File: src/rtl/avalon_st_pkg.sv
// rtl/avalon_st_pkg.sv - shared types and helpers for the Avalon-ST packet generator
//
// Contents:
//   state_t       generator FSM states (IDLE, SEND, GAP)
//   empty_width   width of the empty field: max(1, clog2(bytes per beat))
//   pattern_byte  payload byte k of a packet started at seed: (seed + k) mod 256
package avalon_st_pkg;

  typedef enum logic [1:0] {
    IDLE = 2'd0,
    SEND = 2'd1,
    GAP  = 2'd2
  } state_t;

  function automatic int empty_width(input int bytes);
    return (bytes > 1) ? $clog2(bytes) : 1;
  endfunction

  // Only the low 8 bits of the byte index matter since the pattern wraps mod 256.
  function automatic logic [7:0] pattern_byte(input logic [7:0] seed, input logic [7:0] index);
    return seed + index;
  endfunction

endpackage

File: src/rtl/avalon_st_if.sv
// rtl/avalon_st_if.sv - Avalon-ST stream bundle with source/sink modports
//
// Signals:
//   data   8*DATA_WIDTH_IN_BYTES  payload, first byte in the most significant lane
//   vld    beat valid
//   sop    first beat of a packet
//   eop    last beat of a packet
//   empty  unused byte lanes on the eop beat
//   rdy    sink ready (transfer when vld && rdy)
interface avalon_st_if #(
  parameter int DATA_WIDTH_IN_BYTES = 4
);
  import avalon_st_pkg::*;

  localparam int EMPTY_W = empty_width(DATA_WIDTH_IN_BYTES);

  logic [8*DATA_WIDTH_IN_BYTES-1:0] data;
  logic                             vld;
  logic                             sop;
  logic                             eop;
  logic [EMPTY_W-1:0]               empty;
  logic                             rdy;

  modport master (output data, vld, sop, eop, empty, input rdy);
  modport slave  (input data, vld, sop, eop, empty, output rdy);

endinterface

File: src/rtl/avalon_st_pkt_gen.sv
// rtl/avalon_st_pkt_gen.sv - Avalon-ST packet source with incrementing byte payload
//
// Ports:
//   clk      clock
//   rst_n    asynchronous active-low reset
//   start    one-cycle request to send a packet (accepted only in IDLE, pkt_len != 0)
//   pkt_len  packet length in bytes, sampled with start
//   seed     first payload byte, sampled with start
//   busy     high while a packet or the post-packet gap is in progress
//   pkt_cnt  completed packets, wraps mod 2^16
//   tx       stream source (data/vld/sop/eop/empty out, rdy in)
module avalon_st_pkt_gen
  import avalon_st_pkg::*;
#(
  parameter  int DATA_WIDTH_IN_BYTES = 4,
  parameter  int MAX_PKT_LEN_BYTES   = 256,
  parameter  int IDLE_GAP            = 0,
  localparam int LEN_W               = $clog2(MAX_PKT_LEN_BYTES + 1)
) (
  input  logic             clk,
  input  logic             rst_n,
  input  logic             start,
  input  logic [LEN_W-1:0] pkt_len,
  input  logic [7:0]       seed,
  output logic             busy,
  output logic [15:0]      pkt_cnt,
  avalon_st_if.master      tx
);

  localparam int DW      = DATA_WIDTH_IN_BYTES;
  localparam int EMPTY_W = empty_width(DW);
  // Room for the start index of the beat after the last one plus a full beat.
  localparam int IDX_W   = $clog2(MAX_PKT_LEN_BYTES + 2 * DW + 1);
  localparam int GAP_W   = (IDLE_GAP > 1) ? $clog2(IDLE_GAP) : 1;

  state_t             state;
  logic [IDX_W-1:0]   len_q;
  logic [7:0]         seed_q;
  logic [IDX_W-1:0]   idx_q;   // packet byte index carried in the top lane of the current beat
  logic [GAP_W-1:0]   gap_q;

  // Next-beat builder. In IDLE it describes beat 0 of the requested packet from the
  // live inputs; otherwise it describes the beat following the one on the bus.
  logic [IDX_W-1:0]   b_len;
  logic [IDX_W-1:0]   b_idx;
  logic [7:0]         b_seed;
  logic [8*DW-1:0]    b_data;
  logic               b_eop;
  logic [EMPTY_W-1:0] b_empty;

  always_comb begin
    if (state == IDLE) begin
      b_len  = IDX_W'(pkt_len);
      b_seed = seed;
      b_idx  = '0;
    end else begin
      b_len  = len_q;
      b_seed = seed_q;
      b_idx  = idx_q + IDX_W'(DW);
    end

    b_data = '0;
    for (int lane = 0; lane < DW; lane++) begin
      if ((b_idx + IDX_W'(lane)) < b_len) begin
        b_data[8*(DW-1-lane) +: 8] = pattern_byte(b_seed, 8'(b_idx) + 8'(lane));
      end
    end

    b_eop   = (b_idx + IDX_W'(DW)) >= b_len;
    b_empty = b_eop ? EMPTY_W'(b_idx + IDX_W'(DW) - b_len) : '0;
  end

  always_ff @(posedge clk or negedge rst_n) begin
    if (!rst_n) begin
      state    <= IDLE;
      busy     <= 1'b0;
      pkt_cnt  <= '0;
      len_q    <= '0;
      seed_q   <= '0;
      idx_q    <= '0;
      gap_q    <= '0;
      tx.vld   <= 1'b0;
      tx.sop   <= 1'b0;
      tx.eop   <= 1'b0;
      tx.data  <= '0;
      tx.empty <= '0;
    end else begin
      case (state)
        IDLE: begin
          if (start && (pkt_len != '0)) begin
            len_q    <= b_len;
            seed_q   <= b_seed;
            idx_q    <= '0;
            tx.data  <= b_data;
            tx.sop   <= 1'b1;
            tx.eop   <= b_eop;
            tx.empty <= b_empty;
            tx.vld   <= 1'b1;
            busy     <= 1'b1;
            state    <= SEND;
          end
        end

        SEND: begin
          // Without rdy everything on the bus simply holds.
          if (tx.rdy) begin
            if (tx.eop) begin
              tx.vld   <= 1'b0;
              tx.sop   <= 1'b0;
              tx.eop   <= 1'b0;
              tx.data  <= '0;
              tx.empty <= '0;
              pkt_cnt  <= pkt_cnt + 16'd1;
              if (IDLE_GAP > 0) begin
                gap_q <= GAP_W'(IDLE_GAP - 1);
                state <= GAP;
              end else begin
                busy  <= 1'b0;
                state <= IDLE;
              end
            end else begin
              idx_q    <= b_idx;
              tx.data  <= b_data;
              tx.sop   <= 1'b0;
              tx.eop   <= b_eop;
              tx.empty <= b_empty;
            end
          end
        end

        GAP: begin
          if (gap_q == '0) begin
            busy  <= 1'b0;
            state <= IDLE;
          end else begin
            gap_q <= gap_q - GAP_W'(1);
          end
        end

        default: begin
          busy  <= 1'b0;
          state <= IDLE;
        end
      endcase
    end
  end

endmodule

File: src/flat_wrapper.sv
// flat-port wrapper written by rule: the top's interface ports become plain ports
module avalon_st_pkt_gen_flat import avalon_st_pkg::*;
#(
  parameter  int DATA_WIDTH_IN_BYTES = 4,
  parameter  int MAX_PKT_LEN_BYTES   = 256,
  parameter  int IDLE_GAP            = 0,
  localparam int LEN_W               = $clog2(MAX_PKT_LEN_BYTES + 1)
)
  (clk, rst_n, start, pkt_len, seed, busy, pkt_cnt, tx_data, tx_vld, tx_sop, tx_eop, tx_empty, tx_rdy);
  avalon_st_if #(.DATA_WIDTH_IN_BYTES(DATA_WIDTH_IN_BYTES)) tx_i ();
  input  logic clk;
  input  logic rst_n;
  input  logic start;
  input  logic [LEN_W-1:0] pkt_len;
  input  logic [7:0] seed;
  output logic busy;
  output logic [15:0] pkt_cnt;
  output wire logic [$bits(tx_i.data)-1:0] tx_data;
  output wire logic [$bits(tx_i.vld)-1:0] tx_vld;
  output wire logic [$bits(tx_i.sop)-1:0] tx_sop;
  output wire logic [$bits(tx_i.eop)-1:0] tx_eop;
  output wire logic [$bits(tx_i.empty)-1:0] tx_empty;
  input wire logic [$bits(tx_i.rdy)-1:0] tx_rdy;
  assign tx_data = tx_i.data;
  assign tx_vld = tx_i.vld;
  assign tx_sop = tx_i.sop;
  assign tx_eop = tx_i.eop;
  assign tx_empty = tx_i.empty;
  assign tx_i.rdy = tx_rdy;
  avalon_st_pkt_gen #(.DATA_WIDTH_IN_BYTES(DATA_WIDTH_IN_BYTES), .MAX_PKT_LEN_BYTES(MAX_PKT_LEN_BYTES), .IDLE_GAP(IDLE_GAP)) u_core (.clk(clk), .rst_n(rst_n), .start(start), .pkt_len(pkt_len), .seed(seed), .busy(busy), .pkt_cnt(pkt_cnt), .tx(tx_i));
endmodule
File: config.mk
export PLATFORM = sky130hd
export DESIGN_NAME = avalon_st_pkt_gen_flat
export DESIGN_NICKNAME = d
export VERILOG_FILES = /design/src/rtl/avalon_st_pkg.sv /design/src/rtl/avalon_st_if.sv /design/src/rtl/avalon_st_pkt_gen.sv /design/src/flat_wrapper.sv
export SDC_FILE = /design/constraint.sdc
export NUM_CORES = 1
export LEC_CHECK = 0
export ABC_AREA = 1
export CAP_MARGIN = 10
export CELL_PAD_IN_SITES_DETAIL_PLACEMENT = 0
export CELL_PAD_IN_SITES_GLOBAL_PLACEMENT = 1
export CORE_MARGIN = 8
export CORE_UTILIZATION = 30
export DETAILED_ROUTE_END_ITERATION = 12
export PLACE_DENSITY = 0.65
export REMOVE_ABC_BUFFERS = 1
export SYNTH_ARGS = -nofsm -noshare
export SYNTH_HDL_FRONTEND = slang
export SYNTH_SLANG_ARGS = --single-unit
File: constraint.sdc
create_clock -name clk -period 4.7 [get_ports clk]
set_clock_uncertainty 0.1 [all_clocks]
set_input_delay 0.47 -clock clk [delete_from_list [all_inputs] [get_ports clk]]
set_output_delay 0.47 -clock clk [all_outputs]
set_load 0.02 [all_outputs]
== Yosys cells after proc, flatten, opt, wreduce, memory -nomap -nowiden ==
Cells that the tools add are included.

* Logic and storage cells: 87
* Register bits: 83
* Input port bits: 21

* Equality and inequality tests: 7
* Reductions and logical operators: 10
* Multiplexer cells: 38
* $lt $le $gt $ge: 5
* Add/sub/neg operators: 15

{| class="wikitable"
|+ Operators with widths
! cell !! number
|-
| 2-to-1 mux 32 bit || 3
|-
| one-hot mux 32 bit (2 select lines) || 1
|-
| 2-to-1 mux 9 bit || 5
|-
| 2-to-1 mux 8 bit || 5
|-
| < comparator 9 bit || 4
|-
| adder 8 bit || 4
|-
| adder 9 x 2 -> 9 bit, second input constant || 2
|-
| adder 9 x 3 -> 9 bit, second input constant || 2
|-
| one-hot mux 9 bit (2 select lines) || 1
|-
| adder 16 x 1 -> 16 bit, second input constant || 1
|-
| adder 8 x 2 -> 8 bit, second input constant || 2
|-
| 2-to-1 mux 2 bit || 8
|-
| AND reduction 4 bit || 3
|-
| adder 9 x 1 -> 9 bit, second input constant || 1
|-
| >= comparator 9 bit || 1
|-
| 2-to-1 mux 1 bit || 9
|-
| nonzero test 9 bit || 1
|-
| adder 8 x 1 -> 8 bit, second input constant || 1
|-
| != test 2 bit, second input constant || 4
|-
| one-hot mux 1 bit (2 select lines) || 3
|-
| one-hot mux 2 bit (3 select lines) || 1
|-
| AND reduction 3 bit || 2
|-
| one-hot mux 2 bit (2 select lines) || 1
|-
| one-hot mux 1 bit (3 select lines) || 1
|-
| 9 further kinds || 9
|}

== Depth between registers and ports, before layout ==
* Depth in word-level cells: 8
* Depth in mapped cells: 21

== Least setup slack after synthesis ==
OpenSTA, ideal clock, no wires.

* Path kind: reg2reg
* From: register u_core.tx.vld (netlist name)
* To: register u_core.tx.data[10]
* Buffers on the path: 2
* Setup slack: 1,545 ps
* Cell stages (with the launch flop): 18
* Data required time: 4,535 ps
* Arrival time: 2,990 ps
* Cell sequence: dfrtp_1 > buf_6 > inv_1 > buf_2 > nor2_2 > ha_1 > nand2_1 > nor2_2 > nand2_2 > xor2_2 > nand2_1 > o21ai_1 > ha_1 > a221oi_1 > nand3_1 > inv_1 > nand2_1 > nand2_1

{| class="wikitable"
|+ RTL lines
! what !! line !! RTL
|-
| to (signal assigned) || avalon_st_pkt_gen.sv:94 || <nowiki>tx.data <= b_data;</nowiki>
|-
| to (signal assigned) || avalon_st_pkt_gen.sv:123 || <nowiki>tx.data <= b_data;</nowiki>
|-
| to (decl) || avalon_st_if.sv:24 || <nowiki>modport master (output data, vld, sop, eop, empty, input rdy);</nowiki>
|}

== Worst setup path after layout ==
* From: register u_core.idx_q[2]
* To: register u_core.tx.data[7]

* Longest elaborated chain between the ends: 8
* Elaborated cells on any way between the ends: 11
* Those cells by class: add/sub: 4; order compare: 1; mux: 6

{| class="wikitable"
|+ RTL lines
! what !! line !! RTL
|-
| from (decl) || avalon_st_pkt_gen.sv:39 || <nowiki>logic [IDX_W-1:0] idx_q;</nowiki>
|-
| from (signal assigned) || avalon_st_pkt_gen.sv:122 || <nowiki>idx_q <= b_idx;</nowiki>
|-
| adder 9 x 3 -> 9 bit * || avalon_st_pkt_gen.sv:59 || <nowiki>b_idx = idx_q + IDX_W'(DW);</nowiki>
|-
| 2-to-1 mux 9 bit * || avalon_st_pkt_gen.sv:52 || <nowiki>if (state == IDLE) begin</nowiki>
|-
| adder 9 x 2 -> 9 bit or adder 8 x 2 -> 8 bit (tied branches) || avalon_st_pkt_gen.sv:64, avalon_st_pkt_gen.sv:65 ||
|-
| < comparator 9 bit or adder 8 bit (tied branches) || avalon_st_pkt_gen.sv:64, avalon_st_pkg.sv:21 ||
|-
| 2-to-1 mux 8 bit * || avalon_st_pkt_gen.sv:64 || <nowiki>if ((b_idx + IDX_W'(lane)) < b_len) begin</nowiki>
|-
| 2-to-1 mux 32 bit || avalon_st_pkt_gen.sv:107 || <nowiki>if (tx.eop) begin</nowiki>
|-
| 2-to-1 mux 32 bit || avalon_st_pkt_gen.sv:106 || <nowiki>if (tx.rdy) begin</nowiki>
|-
| one-hot mux 32 bit (2 select lines) * || avalon_st_pkt_gen.sv:88 || <nowiki>case (state)</nowiki>
|}

Mark *: on every way between the ends. The rest lies on a longest branch, timed or not. The select of a mux whose other input is x is not followed.
A chain may end at the register's enable or synchronous reset.

==> summary.txt <==
Row cnt = 52
First-pass GRT wire length = 27400 um
CP Launch Point = u_core.idx_q[2]
Final setup viols = 0
Post-layout min period = 3.62 ns
Routability cong. = 0.871
Die width = 158 um
Post-Synthesis Cells = 780
Max-cap violations = 0
Initial antenna violation count = 0
Final WS setup = 1.08 ns
Worst vdd ir = 182 uV
Pins Over Slew Limit = 0
Iter 0 DRT Violations = 293
FF-to-FF Start = u_core.idx_q[2]
Dpl ws = 1.05 ns
# DRC = 0
Die H = 158 um
Area Overhead vs Synth = 22.5%
Routed Antenna Nets = 0
Final Hold Fails = 0
#FFs+latches synth = 79
Sequential fraction of the synthesis area = 32.5%
# port buffers = 74
RSZ-0062 raised after global routing = false
Leakage = 3.72 nW
Ratio of cells with drive above 1 in the final layout = 7.55%
Gr ovfl total = 0
Least-Margin Pin Slew = 0.899 ns
Via Count = 5098
Fin crit share = 77.1%
Worst Setup EP = u_core.tx.data[7]
GRT Overall Usage = 14.1%
Initial Util = 30.3%
Clk Latency, worst-skew pair = 0.36 ns
Fillers = 2154
Mapped Avg Cell Area = 7.79 um2
Diodes inserted = 0
P per Cell Area = 727 nW/um2
Commonest cells in the netlist = 205 x nand2_1, 95 x inv_1, 82 x o21ai_0, 79 x dfrtp_1, 64 x ha_1
Async SR Flop Fraction = 100%
Main flop type after synthesis = dfrtp_1
Mapped Area = 6070 um2
Worst r2r path cells = 14
Io pins = 75
Critical Path Sink Type = register
Clock sinks = 79
Fmax = 0.276 GHz
Via/cell ratio = 4.51
Max clock buf depth = 2
Avg WL per Cell = 14.7 um
Core area = 20000 um2
Num CTS Buffers = 9
Netlist cell types = 37
Worst Path Arrival = 3.81 ns
WL final = 16600 um
Slew HR = 39.4%
Post-synth EDFFs = 0
Number of global-route vias before repair = 5033
Reg2reg end = u_core.tx.data[7]
Area share of the largest cell type after synthesis = 32.5%
CP Launch Type = register
Critical-path maximum fanout = 6
Root Buffer = clkbuf_16
Worst-path clk slew = 0.07 ns
Setup TNS = 0 ns
Dominant cell type by area after synthesis = dfrtp_1
Sequential Area = 1980 um2
Largest net degree at the start of global routing = 58
Register-to-register setup slack = 1.08 ns
CTS tree = built
Crit path required time = 4.89 ns
Status = completed
Resize count post-CTS = 0
Top-count cell post-synth = nand2_1
Area of the multi-input gates = 3630 um2
Detailed placement HPWL = 13300 um
Hold Crit Class = reg -> reg
Die area = 25100 um2
Synth warn = 0
Htree depth = 3
Pre-antenna DRT Iters = 4
Main area contributors after synthesis = dfrtp_1 33%, ha_1 13%, nand2_1 13%
Crit Path Class = reg -> reg
Fin nets = 949
-- state kept, by name, indices dropped and copies added (netlist names) --
name	cells
u_core.idx_q	9
u_core.len_q	9
u_core.pkt_cnt	16
u_core.seed_q	8
u_core.tx.data	32
u_core.tx.empty	2
u_core.tx.eop	1
u_core.tx.sop	1
u_core.tx.vld	1
-- routing by layer --
layer,vias up,GRT usage [%],part of all wire (%)
li1,2666,-,-
met1,2345,18.5,47
met2,73,23.3,48
met3,14,1.79,3.9
met4,0,5.21,1.7
met5,-,0,0
-- area by class of cell --
cell class	instances	area share, %
clock buffer	9	3.03
clock inverter	7	1.16
inverter	99	4.99
multi-input combinational	583	48.7
sequential	79	26.6
tap	270	4.54
timing repair buffer	84	11.0
-- metrics by stage --
stage,power [W],cells,hold slack [ns],cell area (um2),utilization [%]
2_1_floorplan,0.00353,761,0.0744,5980,-
3_3_place_gp,0.00472,1114,0.285,7120,35.5
3_5_place_dp,0.00471,1114,0.288,7120,35.5
4_1_cts,0.00549,1131,0.375,7440,37.1
5_1_grt,0.00601,1131,0.401,7440,37.1
6_report,0.00541,1131,0.373,7440,37.1
-- worst min path at each step --
| stage | from | endpoint | slack (ns) | cells after the start |
|---|---|---|---|---|
| finish | u_core.pkt_cnt[15] | u_core.pkt_cnt[15] | 0.37 | 1 |
| global route | u_core.tx.data[19] | u_core.tx.data[19] | 0.40 | 2 |
| CTS | u_core.idx_q[0] | u_core.idx_q[0] | 0.38 | 2 |
| detailed placement | rst_n | u_core.tx.data[7] | 0.29 | 1 |
| global placement | rst_n | u_core.tx.data[7] | 0.29 | 1 |
| floorplan | rst_n | u_core.idx_q[0] | 0.07 | 0 |
-- worst max-delay path: stages, from the launching register on --
cell	delay, ns
dfrtp_1	0.43
ha_1	0.33
nand2_1	0.24
inv_1	0.29
ha_1	0.23
nand2_1	0.12
nor3_1	0.32
nand2_1	0.11
xor2_1	0.16
ha_1	0.29
a221oi_1	0.38
nand3_1	0.31
inv_1	0.15
nand2_1	0.07
nand2_1	0.05
-- where the power goes --
part	switching [W]	internal, W	total, W
Clock	0.000322	0.000425	0.000747
Sequential	0.000145	0.000920	0.00106
Combinational	0.00224	0.00136	0.00360
Total	0.00271	0.00270	0.00541
-- cells in the final DEF, fill, tap and decap left out, drive strengths merged --
| cell type | Yosys | final |
|---|---|---|
| buf | 13 | 10 |
| o31a | 1 | 1 |
| fa | 8 | 8 |
| o21bai | 5 | 5 |
| dfrtp | 79 | 79 |
| o21a | 1 | 1 |
| nor3b | 3 | 3 |
| nand3 | 42 | 42 |
| inv | 99 | 104 |
| clkbuf | 6 | 9 |
| xnor2 | 11 | 11 |
| a21oi | 26 | 26 |
| ha | 64 | 64 |
| a21o | 3 | 3 |
| a221oi | 2 | 2 |
| nand2 | 211 | 211 |
| clkinvlp | 0 | 1 |
| xor2 | 45 | 45 |
| bufinv | 0 | 1 |
| o21ai | 85 | 85 |
| dlygate4sd3 | 0 | 1 |
| nand4 | 8 | 8 |
| nand3b | 3 | 3 |
| nor3 | 10 | 10 |
| nor2 | 48 | 48 |
| clkdlybuf4s50 | 0 | 73 |
| or2 | 7 | 7 |
-- cell families after synthesis --
kind of cell	share of synthesized area (%)
fa+ha+maj	15.8
xor+xnor	8.20
flops	32.5
simple gates	24.9
compound gates	10.8
buf+inv	7.74
-- timing repair --
action                                  4_1_cts  5_1_grt
endpoints found under the setup margin        0        0
hold endpoints to repair                     22        0
hold buffers                                  1        0
buffers inserted                              0        0
Note: power is estimated with default switching activity, not from simulation.
==> variant 1 (same flow settings) <==
`DATA_WIDTH_IN_BYTES` is set to 4 in 3 places; all go to 2.
--- a/src/rtl/avalon_st_if.sv
+++ b/src/rtl/avalon_st_if.sv
@@ -9,5 +9,5 @@
 //   rdy    sink ready (transfer when vld && rdy)
 interface avalon_st_if #(
-  parameter int DATA_WIDTH_IN_BYTES = 4
+  parameter int DATA_WIDTH_IN_BYTES = 2
 );
   import avalon_st_pkg::*;
--- a/src/rtl/avalon_st_pkt_gen.sv
+++ b/src/rtl/avalon_st_pkt_gen.sv
@@ -13,5 +13,5 @@
   import avalon_st_pkg::*;
 #(
-  parameter  int DATA_WIDTH_IN_BYTES = 4,
+  parameter  int DATA_WIDTH_IN_BYTES = 2,
   parameter  int MAX_PKT_LEN_BYTES   = 256,
   parameter  int IDLE_GAP            = 0,
--- a/src/flat_wrapper.sv
+++ b/src/flat_wrapper.sv
@@ -2,5 +2,5 @@
 module avalon_st_pkt_gen_flat import avalon_st_pkg::*;
 #(
-  parameter  int DATA_WIDTH_IN_BYTES = 4,
+  parameter  int DATA_WIDTH_IN_BYTES = 2,
   parameter  int MAX_PKT_LEN_BYTES   = 256,
   parameter  int IDLE_GAP            = 0,
Interface: changed (resized tx_data and tx_empty); port bits go from 75 to 58. The function was not compared with the original's and may differ.
==> variant 1 against the original RTL <==
- cell area shrank 30%
- wire length shrank 35%
- synthesized area decreased by 31%
- cell count down 32%
- sequential cell count fell by 17
- worst setup slack improved by 0.19 ns
- power shrank 29%
- core utilization grew 0.66 points
==> variant 1: results (changes against the original RTL) <==
| Metric | Value |
|---|---|
| Top post-synthesis cells by count | nand2_1 (138), inv_1 (65), dfrtp_1 (62) (was nand2_1 (205), inv_1 (95), o21ai_0 (82)) |
| R2R Path End | u_core.tx.data[0] (was u_core.tx.data[7]) |
| WP data arrival | 3.58 ns (was 3.81 ns) |
| Iteration-0 DRC Markers | 172 (was 293) |
| Dpl ws | 1.26 ns (was 1.05 ns) |
| Post-CTS setup buffers | 0 (unchanged) |
| Setup TNS | 0 ns (unchanged) |
| Maximum VDD drop | 0.395 mV (was 0.182 mV) |
| Syn Area/Cell | 7.87 um^2 (was 7.79 um^2) |
| Largest net degree at the start of global routing | 63 (was 58) |
| Run status | completed (unchanged) |
| 1st-pass router iterations | 5 (was 4) |
| DR WL/cell | 14.0 um (was 14.7 um) |
| Sequential-to-total area share from yosys stat | 0.371 (was 0.325) |
| Reg2Reg Depth | 15 (was 14) |
| Routed vias/inst | 4.63 (was 4.51) |
| DP Area | 0.00493 mm^2 (was 0.00712 mm^2) |
| Crit path max fanout | 24 (was 6) |
| Sequential group share of total power | 0.220 (was 0.197) |
| Post-Route WL | 10,800 um (was 16,600 um) |
| Number of global-route vias before repair | 3,881 (was 5,033) |
| Antenna violations before repair | 0 (unchanged) |
| First-pass GRT wire length | 19,200 um (was 27,400 um) |
| Top Registers | u_core.pkt_cnt (16), u_core.tx.data (16) (was u_core.tx.data (32), u_core.pkt_cnt (16)) |
| Top cells by area, synth | dfrtp_1 (37%), nand2_1 (12%), ha_1 (11%), o21ai_0 (6.7%), inv_1 (5.8%) (was dfrtp_1 (33%), ha_1 (13%), nand2_1 (13%), o21ai_0 (6.8%), xor2_1 (6.3%)) |
| Worst-Skew Late Latency | 0.34 ns (was 0.36 ns) |
| Combinational share of power | 0.619 (was 0.665) |
| Lkg Pwr | 2.58 nW (was 3.72 nW) |
| Int Pwr | 0.00200 W (was 0.00270 W) |
| Resize count post-CTS | 0 (unchanged) |
| Reg-to-reg startpoint | u_core.busy (was u_core.idx_q[2]) |
| Worst Tran Pin Value | 0.811 ns (was 0.899 ns) |
| GP Congestion | 0.791 (was 0.871) |
| HP Class | in -> async (was reg -> reg) |
| Inst Count DP | 758 (was 1,114) |
| Min Hold Slack | 0.198 ns (was 0.373 ns) |
| Slowest CP cell | nor2_1 (was dfrtp_1) |
| Max incr delay on CP | 0.67 ns (was 0.43 ns) |
| Global Route Usage Sum | 0.134 (was 0.141) |
| Total combinational power | 0.00238 W (was 0.00360 W) |
| H-tree depth | 3 (unchanged) |
| Layout cells sized above 1 | 0.0759 (was 0.0755) |
| Synth unique cells | 33 (was 37) |
| Post-DP HPWL | 8170 um (was 13,300 um) |
| Ys Warns | 0 (unchanged) |
| Port bufs | 57 (was 74) |
| Layout Nets | 650 (was 949) |
==> variant 1: cell type report <==
| type | instances | area [um^2] |
|---|---|---|
| Clock buffer | 11 | 243 |
| Clock inverter | 4 | 32.5 |
| Fill cell | 1445 | 8570 |
| Inverter | 68 | 255 |
| Multi-Input combinational cell | 389 | 2320 |
| Sequential cell | 62 | 1550 |
| Tap cell | 180 | 225 |
| Timing Repair Buffer | 59 | 581 |
==> variant 1: logic make-up (layout without fill, tap and decap cells) <==
kind of cell,Yosys count,count (layout),share of synthesized area
adder cells (fa/ha/maj),40,40,0.123
flip-flops,62,62,0.371
buffers and inverters,81,142,0.0759
AO/OA/AOI/OAI,87,87,0.108
AND/OR/NAND/NOR,228,228,0.252
XOR/XNOR,34,34,0.0711
==> variant 1: worst max-delay path by stage <==
stage | depth (start not counted) | start | slack, ns | to
after floorplan | 14 | u_core.busy | 1.35 | u_core.tx.data[0]
after global placement | 15 | u_core.busy | 1.36 | u_core.tx.data[2]
after detailed placement | 15 | u_core.busy | 1.26 | u_core.tx.data[0]
after CTS | 15 | u_core.busy | 1.22 | u_core.tx.data[0]
after global routing | 15 | u_core.busy | 0.91 | u_core.tx.data[2]
final | 15 | u_core.busy | 1.27 | u_core.tx.data[0]
==> variant 1: layer usage <==
| metal | track usage | vias to the layer above | wire length [um] |
|---|---|---|---|
| met5 | 0 | - | 0 |
| met4 | 0.0480 | 0 | 232 |
| met3 | 0.0400 | 15 | 554 |
| met2 | 0.218 | 70 | 5000 |
| met1 | 0.164 | 1662 | 5050 |
| li1 | - | 1830 | - |
==> variant 2 (same settings) <==
Without the edit above. The 3 states of `state_t` get a one-hot encoding in 3 bits.
--- a/src/rtl/avalon_st_pkg.sv
+++ b/src/rtl/avalon_st_pkg.sv
@@ -7,8 +7,8 @@
 package avalon_st_pkg;
 
-  typedef enum logic [1:0] {
-    IDLE = 2'd0,
-    SEND = 2'd1,
-    GAP  = 2'd2
+  typedef enum logic [2:0] {
+    IDLE = 3'b001,
+    SEND = 3'b010,
+    GAP  = 3'b100
   } state_t;
 
Formal check against the unedited RTL: same outputs for any inputs over 4 cycles, from zero or initial values and one cycle with rst_n low; so few cycles prove little.
==> variant 2 against the original RTL <==
- the flow now finishes with violations (hold timing)
- sequential cell count grew 2
- via count rose by 1.2%
- cell area is 0.39% lower
- wire length grew 2.3%
- first-iteration DRC count is 10% lower
- worst hold slack worse by 0.38 ns
- core utilization down 0.14 points
- worst setup slack lost 0.095 ns
- global-route usage is 0.23 points higher
- power is 12% lower
- synthesized area up 0.10%
- critical path type unchanged
- critical endpoint is now u_core.tx.data[3]
- largest cell class unchanged
- largest power group unchanged
==> variant 2: results (changes against the original RTL) <==
| Metric | Value |
|---|---|
| Min Hold Slack | -0.00522 ns (was 0.373 ns) |
| Final hold violations | 9 (was 0) |
| FMAX | 0.269 GHz (was 0.276 GHz) |
| Crit path max fanout | 12 (was 6) |
| Slew margin rel. | 0.341 (was 0.394) |
| Lkg Pwr | 3.81 nW (was 3.72 nW) |
| Max incr delay on CP | 0.56 ns (was 0.43 ns) |
| Routed vias/inst | 4.52 (was 4.51) |
| CTS max path bufs | 2 (unchanged) |
| First-pass GRT wire length | 27,900 um (was 27,400 um) |
| Slowest CP cell | dfstp_2 (was dfrtp_1) |
| HP Class | in -> async (was reg -> reg) |
| Post-Route WL | 17,000 um (was 16,600 um) |
| GP Congestion | 0.866 (was 0.871) |
| Top cells by area, synth | dfrtp_1 (33%), ha_1 (13%), nand2_1 (13%), inv_1 (6.4%), o21ai_0 (5.9%) (was dfrtp_1 (33%), ha_1 (13%), nand2_1 (13%), o21ai_0 (6.8%), xor2_1 (6.3%)) |
| Layout cells sized above 1 | 0.0608 (was 0.0755) |
| Largest net degree at the start of global routing | 49 (was 58) |
| 1st-pass router iterations | 5 (was 4) |
| Inst Count DP | 1,127 (was 1,114) |
| Iteration-0 DRC Markers | 263 (was 293) |
| Run status | complete, but fails checks (was completed) |
| DR WL/cell | 14.9 um (was 14.7 um) |
| Global Route Usage Sum | 0.143 (was 0.141) |
| Worst R2R Setup Slack | 0.98 ns (was 1.08 ns) |
| Failing checks | hold timing |
| WP data arrival | 3.88 ns (was 3.81 ns) |
| Post-DP HPWL | 13,400 um (was 13,300 um) |
| Fillers | 2,220 (was 2,154) |
| CP top delay family | simple AND/OR/NAND/NOR gates (unchanged) |
| Synth unique cells | 41 (was 37) |
| Number of global-route vias before repair | 5,188 (was 5,033) |
| Worst-Skew Late Latency | 0.35 ns |
| Most common flop cell mapped by yosys | dfrtp_1 (unchanged) |
| Layout Nets | 961 (was 949) |
| Maximum VDD drop | 0.214 mV (was 0.182 mV) |
==> variant 2: final timing paths <==
check                                   startpoint                 end  depth (start not counted)
worst max register to register     u_core.state[0]   u_core.tx.data[3]                         17
min in group clk                u_core.tx.data[19]  u_core.tx.data[19]                          2
worst max-delay path               u_core.state[0]   u_core.tx.data[3]                         17
worst min-delay path                         rst_n     u_core.len_q[4]                          1
max in group asynchronous                    rst_n       u_core.tx.eop                          2
worst min register to register  u_core.tx.data[19]  u_core.tx.data[19]                          2
==> variant 2: cell families (layout without fill, tap and decap cells) <==
| group | Yosys count | in the layout | synth area share |
|---|---|---|---|
| and+or+nand+nor | 348 | 348 | 0.253 |
| DFF | 81 | 81 | 0.334 |
| muxes | 1 | 1 | 0.00185 |
| adders and majority gates | 72 | 72 | 0.158 |
| AOI/OAI and AO/OA | 116 | 116 | 0.101 |
| xor gates and xnor gates | 52 | 52 | 0.0749 |
| buffers and inverters | 121 | 202 | 0.0780 |
==> variant 2: power by group <==
part,total (W),internal (W),switching (W)
clock network,0.000697,0.000375,0.000322
logic,0.00301,0.00113,0.00188
registers,0.00107,0.000937,0.000131
==> variant 2: area by class of cell <==
class	count	area, um^2	share of cell area
clock inverter	5	40.0	0.00540
inverter	106	398	0.0537
multi-input combinational	589	3580	0.483
timing repair buffer	81	791	0.107
clock buffer	10	239	0.0322
tap	270	338	0.0456
sequential	81	2030	0.274
==> variant 2: through the flow <==
step | cell area (um^2) | util | hold WS (ns)
after floorplan | 6000 | - | 0.0744
after global placement | 7130 | 0.356 | 0.361
after detailed placement | 7130 | 0.356 | 0.365
after CTS | 7410 | 0.370 | 0.0166
after global routing | 7410 | 0.370 | 0.0356
final | 7410 | 0.370 | -0.00522
==> variant 2: routing by layer <==
layer | vias up | global-route usage | routed length [um]
met5 | - | 0 | 0
met4 | 0 | 0.0494 | 333
met3 | 18 | 0.0247 | 653
met2 | 81 | 0.239 | 8170
met1 | 2378 | 0.184 | 7880
li1 | 2683 | - | -
